--- src/rtl/sprite_compositor_if.sv ---
// Pixel stream bundle for the sprite compositor: the screen coordinate and
// per-layer palette indices going in, the composited pixel coming out.
interface sprite_compositor_if #(
    parameter int NUM_LAYERS = 4,
    parameter int COLOR_W    = 12
);
    localparam int LW = (NUM_LAYERS > 1) ? $clog2(NUM_LAYERS) : 1;

    logic [9:0]              h_cnt;
    logic [9:0]              v_cnt;
    logic                    valid_in;
    logic [4*NUM_LAYERS-1:0] layer_idx;
    logic [COLOR_W-1:0]      pixel_out;
    logic                    valid_out;
    logic                    hit_any;
    logic [LW-1:0]           hit_layer;

    modport master (
        output h_cnt, v_cnt, valid_in, layer_idx,
        input  pixel_out, valid_out, hit_any, hit_layer
    );

    modport slave (
        input  h_cnt, v_cnt, valid_in, layer_idx,
        output pixel_out, valid_out, hit_any, hit_layer
    );
endinterface

--- src/rtl/sprite_compositor.sv ---
// Three-stage multi-layer sprite compositor.
//   Stage 1: wrap-around windowing against the active (frame-latched) geometry.
//   Stage 2: per-layer palette lookup and transparency (index 0) test.
//   Stage 3: fixed priority resolve, layer 0 highest, background fallback.
// Geometry is double-buffered: cfg_* only takes effect on frame_start.
module sprite_compositor #(
    parameter int NUM_LAYERS = 4,
    parameter int COLOR_W    = 12,
    parameter int SCREEN_H   = 320,
    parameter int SCREEN_V   = 240,
    localparam int LW        = (NUM_LAYERS > 1) ? $clog2(NUM_LAYERS) : 1
) (
    input  logic                     clk,
    input  logic                     rst,
    sprite_compositor_if.slave       px,
    input  logic                     frame_start,
    input  logic [10*NUM_LAYERS-1:0] cfg_pos_h,
    input  logic [10*NUM_LAYERS-1:0] cfg_pos_v,
    input  logic [10*NUM_LAYERS-1:0] cfg_size_h,
    input  logic [10*NUM_LAYERS-1:0] cfg_size_v,
    input  logic [NUM_LAYERS-1:0]    cfg_en,
    input  logic [COLOR_W-1:0]       bg_color,
    input  logic                     pal_we,
    input  logic [LW-1:0]            pal_layer,
    input  logic [3:0]               pal_addr,
    input  logic [COLOR_W-1:0]       pal_wdata
);
    localparam logic [9:0]  SCR_H10 = 10'(SCREEN_H);
    localparam logic [9:0]  SCR_V10 = 10'(SCREEN_V);
    localparam logic [10:0] SCR_H11 = 11'(SCREEN_H);
    localparam logic [10:0] SCR_V11 = 11'(SCREEN_V);

    // Active configuration
    logic [9:0]            pos_h_r  [NUM_LAYERS];
    logic [9:0]            pos_v_r  [NUM_LAYERS];
    logic [9:0]            size_h_r [NUM_LAYERS];
    logic [9:0]            size_v_r [NUM_LAYERS];
    logic [NUM_LAYERS-1:0] en_r;

    // Palette storage
    logic [COLOR_W-1:0]    pal_r [NUM_LAYERS][16];

    // Stage 1
    logic [10:0]             sh_sum_s [NUM_LAYERS];
    logic [10:0]             sv_sum_s [NUM_LAYERS];
    logic [10:0]             sh_s     [NUM_LAYERS];
    logic [10:0]             sv_s     [NUM_LAYERS];
    logic [NUM_LAYERS-1:0]   in_win_s;
    logic                    s1_valid_r;
    logic [4*NUM_LAYERS-1:0] s1_idx_r;
    logic [NUM_LAYERS-1:0]   s1_win_r;

    // Stage 2
    logic [COLOR_W-1:0]      color_s     [NUM_LAYERS];
    logic [NUM_LAYERS-1:0]   opaque_s;
    logic                    s2_valid_r;
    logic [COLOR_W-1:0]      s2_color_r  [NUM_LAYERS];
    logic [NUM_LAYERS-1:0]   s2_opaque_r;

    // Stage 3
    logic [COLOR_W-1:0]      win_pix_s;
    logic                    win_hit_s;
    logic [LW-1:0]           win_layer_s;
    logic [COLOR_W-1:0]      pixel_out_r;
    logic                    valid_out_r;
    logic                    hit_any_r;
    logic [LW-1:0]           hit_layer_r;

    // Latch next-frame geometry on frame_start; an off-screen offset pair is rejected
    always_ff @(posedge clk) begin
        if (rst) begin
            for (int k = 0; k < NUM_LAYERS; k++) begin
                pos_h_r[k]  <= 10'd0;
                pos_v_r[k]  <= 10'd0;
                size_h_r[k] <= 10'd0;
                size_v_r[k] <= 10'd0;
            end
            en_r <= '0;
        end else if (frame_start) begin
            for (int k = 0; k < NUM_LAYERS; k++) begin
                if ((cfg_pos_h[10*k +: 10] < SCR_H10) && (cfg_pos_v[10*k +: 10] < SCR_V10)) begin
                    pos_h_r[k] <= cfg_pos_h[10*k +: 10];
                    pos_v_r[k] <= cfg_pos_v[10*k +: 10];
                end else begin
                    pos_h_r[k] <= pos_h_r[k];
                    pos_v_r[k] <= pos_v_r[k];
                end
                size_h_r[k] <= cfg_size_h[10*k +: 10];
                size_v_r[k] <= cfg_size_v[10*k +: 10];
            end
            en_r <= cfg_en;
        end else begin
            en_r <= en_r;
        end
    end

    // Palette write port; an out-of-range layer select is dropped
    always_ff @(posedge clk) begin
        if (rst) begin
            for (int k = 0; k < NUM_LAYERS; k++) begin
                for (int a = 0; a < 16; a++) begin
                    pal_r[k][a] <= '0;
                end
            end
        end else if (pal_we && (32'(pal_layer) < NUM_LAYERS)) begin
            pal_r[pal_layer][pal_addr] <= pal_wdata;
        end else begin
            pal_r <= pal_r;
        end
    end

    // Stage 1 window test: scroll, wrap once at the screen edge, compare to size
    always_comb begin
        in_win_s = '0;
        for (int k = 0; k < NUM_LAYERS; k++) begin
            sh_sum_s[k] = {1'b0, px.h_cnt} + {1'b0, pos_h_r[k]};
            sv_sum_s[k] = {1'b0, px.v_cnt} + {1'b0, pos_v_r[k]};
            sh_s[k]     = (sh_sum_s[k] >= SCR_H11) ? (sh_sum_s[k] - SCR_H11) : sh_sum_s[k];
            sv_s[k]     = (sv_sum_s[k] >= SCR_V11) ? (sv_sum_s[k] - SCR_V11) : sv_sum_s[k];
            in_win_s[k] = en_r[k] & (sh_s[k] < {1'b0, size_h_r[k]})
                                  & (sv_s[k] < {1'b0, size_v_r[k]});
        end
    end

    // Stage 1 register
    always_ff @(posedge clk) begin
        if (rst) begin
            s1_valid_r <= 1'b0;
            s1_idx_r   <= '0;
            s1_win_r   <= '0;
        end else begin
            s1_valid_r <= px.valid_in;
            s1_idx_r   <= px.layer_idx;
            s1_win_r   <= in_win_s;
        end
    end

    // Stage 2 palette lookup; index 0 is the transparent key on every layer
    always_comb begin
        opaque_s = '0;
        for (int k = 0; k < NUM_LAYERS; k++) begin
            color_s[k]  = pal_r[k][s1_idx_r[4*k +: 4]];
            opaque_s[k] = s1_win_r[k] & (s1_idx_r[4*k +: 4] != 4'd0);
        end
    end

    // Stage 2 register
    always_ff @(posedge clk) begin
        if (rst) begin
            s2_valid_r  <= 1'b0;
            s2_opaque_r <= '0;
            for (int k = 0; k < NUM_LAYERS; k++) begin
                s2_color_r[k] <= '0;
            end
        end else begin
            s2_valid_r  <= s1_valid_r;
            s2_opaque_r <= opaque_s;
            s2_color_r  <= color_s;
        end
    end

    // Stage 3 priority resolve: scan high to low so the lowest opaque layer wins
    always_comb begin
        win_pix_s   = bg_color;
        win_hit_s   = 1'b0;
        win_layer_s = '0;
        for (int k = NUM_LAYERS - 1; k >= 0; k--) begin
            win_pix_s   = s2_opaque_r[k] ? s2_color_r[k] : win_pix_s;
            win_hit_s   = s2_opaque_r[k] | win_hit_s;
            win_layer_s = s2_opaque_r[k] ? LW'(k) : win_layer_s;
        end
    end

    // Stage 3 output register; blanked whenever the pixel is not valid
    always_ff @(posedge clk) begin
        if (rst) begin
            pixel_out_r <= '0;
            valid_out_r <= 1'b0;
            hit_any_r   <= 1'b0;
            hit_layer_r <= '0;
        end else if (s2_valid_r) begin
            pixel_out_r <= win_pix_s;
            valid_out_r <= 1'b1;
            hit_any_r   <= win_hit_s;
            hit_layer_r <= win_layer_s;
        end else begin
            pixel_out_r <= '0;
            valid_out_r <= 1'b0;
            hit_any_r   <= 1'b0;
            hit_layer_r <= '0;
        end
    end

    assign px.pixel_out = pixel_out_r;
    assign px.valid_out = valid_out_r;
    assign px.hit_any   = hit_any_r;
    assign px.hit_layer = hit_layer_r;
endmodule

--- src/flat_wrapper.sv ---
// flat-port wrapper written by rule: the top's interface ports become plain ports
module sprite_compositor_flat 
#(
    parameter int NUM_LAYERS = 4,
    parameter int COLOR_W    = 12,
    parameter int SCREEN_H   = 320,
    parameter int SCREEN_V   = 240,
    localparam int LW        = (NUM_LAYERS > 1) ? $clog2(NUM_LAYERS) : 1
)
  (clk, rst, frame_start, cfg_pos_h, cfg_pos_v, cfg_size_h, cfg_size_v, cfg_en, bg_color, pal_we, pal_layer, pal_addr, pal_wdata, px_h_cnt, px_v_cnt, px_valid_in, px_layer_idx, px_pixel_out, px_valid_out, px_hit_any, px_hit_layer);
  sprite_compositor_if #(.NUM_LAYERS(NUM_LAYERS), .COLOR_W(COLOR_W)) px_i ();
  input  logic clk;
  input  logic rst;
  input  logic frame_start;
  input  logic [10*NUM_LAYERS-1:0] cfg_pos_h;
  input  logic [10*NUM_LAYERS-1:0] cfg_pos_v;
  input  logic [10*NUM_LAYERS-1:0] cfg_size_h;
  input  logic [10*NUM_LAYERS-1:0] cfg_size_v;
  input  logic [NUM_LAYERS-1:0] cfg_en;
  input  logic [COLOR_W-1:0] bg_color;
  input  logic pal_we;
  input  logic [LW-1:0] pal_layer;
  input  logic [3:0] pal_addr;
  input  logic [COLOR_W-1:0] pal_wdata;
  input wire logic [$bits(px_i.h_cnt)-1:0] px_h_cnt;
  input wire logic [$bits(px_i.v_cnt)-1:0] px_v_cnt;
  input wire logic [$bits(px_i.valid_in)-1:0] px_valid_in;
  input wire logic [$bits(px_i.layer_idx)-1:0] px_layer_idx;
  output wire logic [$bits(px_i.pixel_out)-1:0] px_pixel_out;
  output wire logic [$bits(px_i.valid_out)-1:0] px_valid_out;
  output wire logic [$bits(px_i.hit_any)-1:0] px_hit_any;
  output wire logic [$bits(px_i.hit_layer)-1:0] px_hit_layer;
  assign px_i.h_cnt = px_h_cnt;
  assign px_i.v_cnt = px_v_cnt;
  assign px_i.valid_in = px_valid_in;
  assign px_i.layer_idx = px_layer_idx;
  assign px_pixel_out = px_i.pixel_out;
  assign px_valid_out = px_i.valid_out;
  assign px_hit_any = px_i.hit_any;
  assign px_hit_layer = px_i.hit_layer;
  sprite_compositor #(.NUM_LAYERS(NUM_LAYERS), .COLOR_W(COLOR_W), .SCREEN_H(SCREEN_H), .SCREEN_V(SCREEN_V)) u_core (.clk(clk), .rst(rst), .px(px_i), .frame_start(frame_start), .cfg_pos_h(cfg_pos_h), .cfg_pos_v(cfg_pos_v), .cfg_size_h(cfg_size_h), .cfg_size_v(cfg_size_v), .cfg_en(cfg_en), .bg_color(bg_color), .pal_we(pal_we), .pal_layer(pal_layer), .pal_addr(pal_addr), .pal_wdata(pal_wdata));
endmodule
--- config.mk ---
export PLATFORM = sky130hd
export DESIGN_NAME = sprite_compositor_flat
export DESIGN_NICKNAME = d
export VERILOG_FILES = /design/src/rtl/sprite_compositor_if.sv /design/src/rtl/sprite_compositor.sv /design/src/flat_wrapper.sv
export SDC_FILE = /design/constraint.sdc
export NUM_CORES = 2
export LEC_CHECK = 0
export ABC_CLOCK_PERIOD_IN_PS = 5100
export BUFFER_PORTS_ARGS = -buffer_cell sky130_fd_sc_hd__buf_4
export CELL_PAD_IN_SITES_DETAIL_PLACEMENT = 0
export CELL_PAD_IN_SITES_GLOBAL_PLACEMENT = 1
export CORE_MARGIN = 1
export CORE_UTILIZATION = 47
export CTS_CLUSTER_SIZE = 25
export DETAILED_ROUTE_END_ITERATION = 16
export PLACE_DENSITY = 0.86
export REMOVE_ABC_BUFFERS = 1
export SLEW_MARGIN = 20
export SYNTH_ARGS = -nofsm -noshare
export SYNTH_HDL_FRONTEND = slang
export SYNTH_SLANG_ARGS = --single-unit
--- constraint.sdc ---
create_clock -name clk -period 5.1 [get_ports clk]
set_clock_uncertainty 0.05 [all_clocks]
set_input_delay 0 -clock clk [delete_from_list [all_inputs] [get_ports clk]]
set_output_delay 0 -clock clk [all_outputs]
set_load 0.01 [all_outputs]
==> impl_metrics.toml <==
[flow_run]
drv_cap = 0

[floorplan]
fp.dieH_microns = 322
core_area_sq_mm = 0.101
rows = 116
ioPinCount = 251
die_x_microns = 322
start_util_pct = 47.7
die_area_sq_mm = 0.104

[global_route]
antenna_found_initial = 12
first_global_vias = 37800
globalRouteTotalUtil_pct = 27.9
grt_pass1_wl_microns = 225000
gr-total-overflow = 0
grt_max_degree = 198

[finish]
final_cell_mix = "nand2_1 (1659), a21oi_1 (893), dfxtp_1 (854), buf_4 (271), dlygate4sd3_1 (218)"
final_common_cell = "nand2_1"
instances_no_fill = 7092
drive_above_1_share_pct = 12.8
utilization_pct = 56.1
areaGrowthSynthToFinish_pct = 17.5
fin_nets = 6047
stdcell_area_sq_mm = 0.0565

[clock_tree]
clock_path_buffers = 3
root_buffer = "clkbuf_16"
post_cts_buffers = 0
cts_buffers = 108
cts_tree = "yes"
cts.htree.levels = 3
cts_sinks = 1022
clk_pin_slew_ns = 0.06
clock_latency_ns = 0.70

[critical_path]
cp.arrival_ns = 5.36
cp_data_required_time_ns = 5.65
startpoint = "u_core.pos_h_r[1][0]$_SDFFCE_PP0P_"
reg2reg_depth = 19
reg2reg_from = "u_core.pos_h_r[1][0]$_SDFFCE_PP0P_"
path_class = "flop to flop"
reg2reg_slack_ns = 0.29
worstPathMaxFanout = 8
cp-end-kind = "flop"
cp-start-kind = "flop"
r2r_end = "u_core.s1_win_r[1]$_SDFF_PP0_"

[pwr]
sequentialPowerShare_pct = 43.2
clockPowerShare_pct = 43.5
power_switching_uw = 5040
swShare_pct = 25.8
peakVddDrop_uv = 271
p_leak_uw = 0.0197
power_frac_comb_pct = 13.3
powerDensity_mw_per_mm2 = 346
cellInternalPower_uw = 14500

[timing]
period_needed_ns = 4.81
hold_ws_ns = 0.0497
rsz0062_at_grt = "no"
tightest_slew_ns = 1.15
setup_viol = 0
hold_viol_final = 0
tns_ns = 0
maxSlewViolCount = 0
relSlewSlack_pct = 22.6
fmax_mhz = 208
fin_crit_sh_pct = 94.2

[synthesis]
synth-seq-cells = 1022
synth.distinct_cells = 86
synth-compound-area-share_pct = 12.6
synth_top_family_by_area = "simple AND/OR/NAND/NOR gates"
synthMuxAreaShare_pct = 11.5
synth_area_per_cell_sq_um = 8.82
synth_flop_cell = "dfxtp_1"
async_flop_share_pct = 0
synth_area_leader_cell = "dfxtp_1"
synth-xor-area-share_pct = 1.36
synthAdderAreaFrac_pct = 4.60
yosysWarnings = 0
synth_cells = 5454
synth_area_sq_mm = 0.0481
synth_seq_area_share_pct = 45.9
synth_edf_count = 160
yosys.area_share.simple_pct = 19.9
yosysTopAreaCellShare_pct = 35.9
synth_area_leaders = "dfxtp_1 (36%), nand2_1 (13%), mux4_2 (10%), edfxtp_1 (10%), a21oi_1 (9.3%)"

[routing]
drt-met1-wl_microns = 61400
wirelength_microns = 147000
met2_length_microns = 69800
met3_length_microns = 11300
drt.antenna.violating_nets = 0
drc_errors = 0
wl_per_cell_microns = 20.8
first_pass_iters = 8
routed_via_density = 5.63
drt-initial-drc-count = 3965
num_vias = 39900
routed.top_layer = "met5"

[placement]
routabilityCongestion = 0.906
numPortBuffers = 250
dpl.cell_count = 6667
hpwl_microns = 94000
placed_area_sq_mm = 0.0504

[hold_path]
min_to = "u_core.s1_win_r[1]$_SDFF_PP0_"
worst_hold_startpoint = "px_v_cnt[9]"
holdPathStages = 5
min-delay-path-class = "primary input to flop"

[run_status]
status = "complete, no violations"
## routing by layer
metal,vias up,GRT usage [%]
met4,14,8.83
met1,19200,37.1
li1,18900,-
met2,1550,46.1
met5,-,0
met3,262,4.81
## area by class of cell
cell class | count | area (sq um)
antenna | 3 | 7.51
clock buffer | 150 | 3060
clock inverter | 52 | 800
fill | 8884 | 44200
inverter | 101 | 379
multi-input combinational | 3912 | 24100
sequential | 1022 | 22100
tap | 1357 | 1700
timing repair buffer | 495 | 4340
## synthesized netlist by cell type, drive strengths merged, types with 42 or more instances
cell type and count:
o21ai 67, edfxtp 160, nor2b 72, nand2 1659, and2 165, ha 164
clkbuf 389, mux2i 51, mux4 215, nor3 42, a21oi 893, inv 101
dfxtp 862, nor2 190, xnor2 45
## state kept, by name, summed over array words and instances (netlist names), 2 cells and up
signal,count
u_core.en_r,4
u_core.pal_r,768
u_core.px.pixel_out,12
u_core.size_v_r,40
u_core.s2_opaque_r,4
u_core.pos_h_r,40
u_core.s1_win_r,4
u_core.size_h_r,40
u_core.s2_color_r,48
u_core.px.hit_layer,2
u_core.s1_idx_r,16
u_core.pos_v_r,40
## power by group through the flow
stage	Combinational (uW)	Clock (uW)	Sequential, uW
2_1_floorplan	1470	0	8610
3_3_place_gp	2350	0	8630
3_5_place_dp	2390	0	8640
4_1_cts	2540	8590	8460
5_1_grt	2850	8920	8470
6_report	2590	8510	8450
## logic make-up (layout without fill, tap and decap cells)
group,Yosys count,after routing
AO/OA/AOI/OAI,1114,1114
XOR/XNOR,73,73
adder cells (fa/ha/maj),172,172
buffers and inverters,522,798
flip-flops,1022,1022
multiplexers,281,281
other,1,6
AND/OR/NAND/NOR,2269,2269
## per-stage QoR
step | setup WS [ns] | power, uW
global placement | 0.176 | 11000
finish | 0.294 | 19600
floorplan | 0.555 | 10100
CTS | 0.0810 | 19600
global route | 0.00781 | 20200
detailed placement | 0.100 | 11000
## worst max-delay path by stage
stage	endpoint	slack, ns	cells past startpoint
finish	u_core.s1_win_r[1]$_SDFF_PP0_	0.29	19
detailed placement	u_core.s1_win_r[1]$_SDFF_PP0_	0.10	19
floorplan	u_core.s1_win_r[1]$_SDFF_PP0_	0.55	19
global route	u_core.s1_win_r[1]$_SDFF_PP0_	0.008	19
global placement	u_core.s1_win_r[1]$_SDFF_PP0_	0.18	19
CTS	u_core.s1_win_r[1]$_SDFF_PP0_	0.08	19
## critical path: stages, from the launching register on
cell	delay [ns]
edfxtp_1	0.39
ha_2	0.21
fa_1	0.43
a21o_1	0.21
a22o_4	0.28
nor2_1	0.12
xnor2_1	0.15
ha_1	0.18
nand2b_1	0.05
or4_1	0.46
or4_4	0.51
nand4_4	0.13
xnor2_1	0.13
ha_1	0.25
o21a_1	0.18
o211ai_1	0.18
o21ai_1	0.12
a2111oi_2	0.35
nand2_1	0.11
a221oi_2	0.23
## what timing repair did
action	4_1_cts	5_1_grt
hold buffers	218	0
endpoints found under the setup margin	0	1
endpoints found under the hold margin	970	0
gates resized for setup	0	11
No activity file was read; power rests on OpenSTA's default activity.
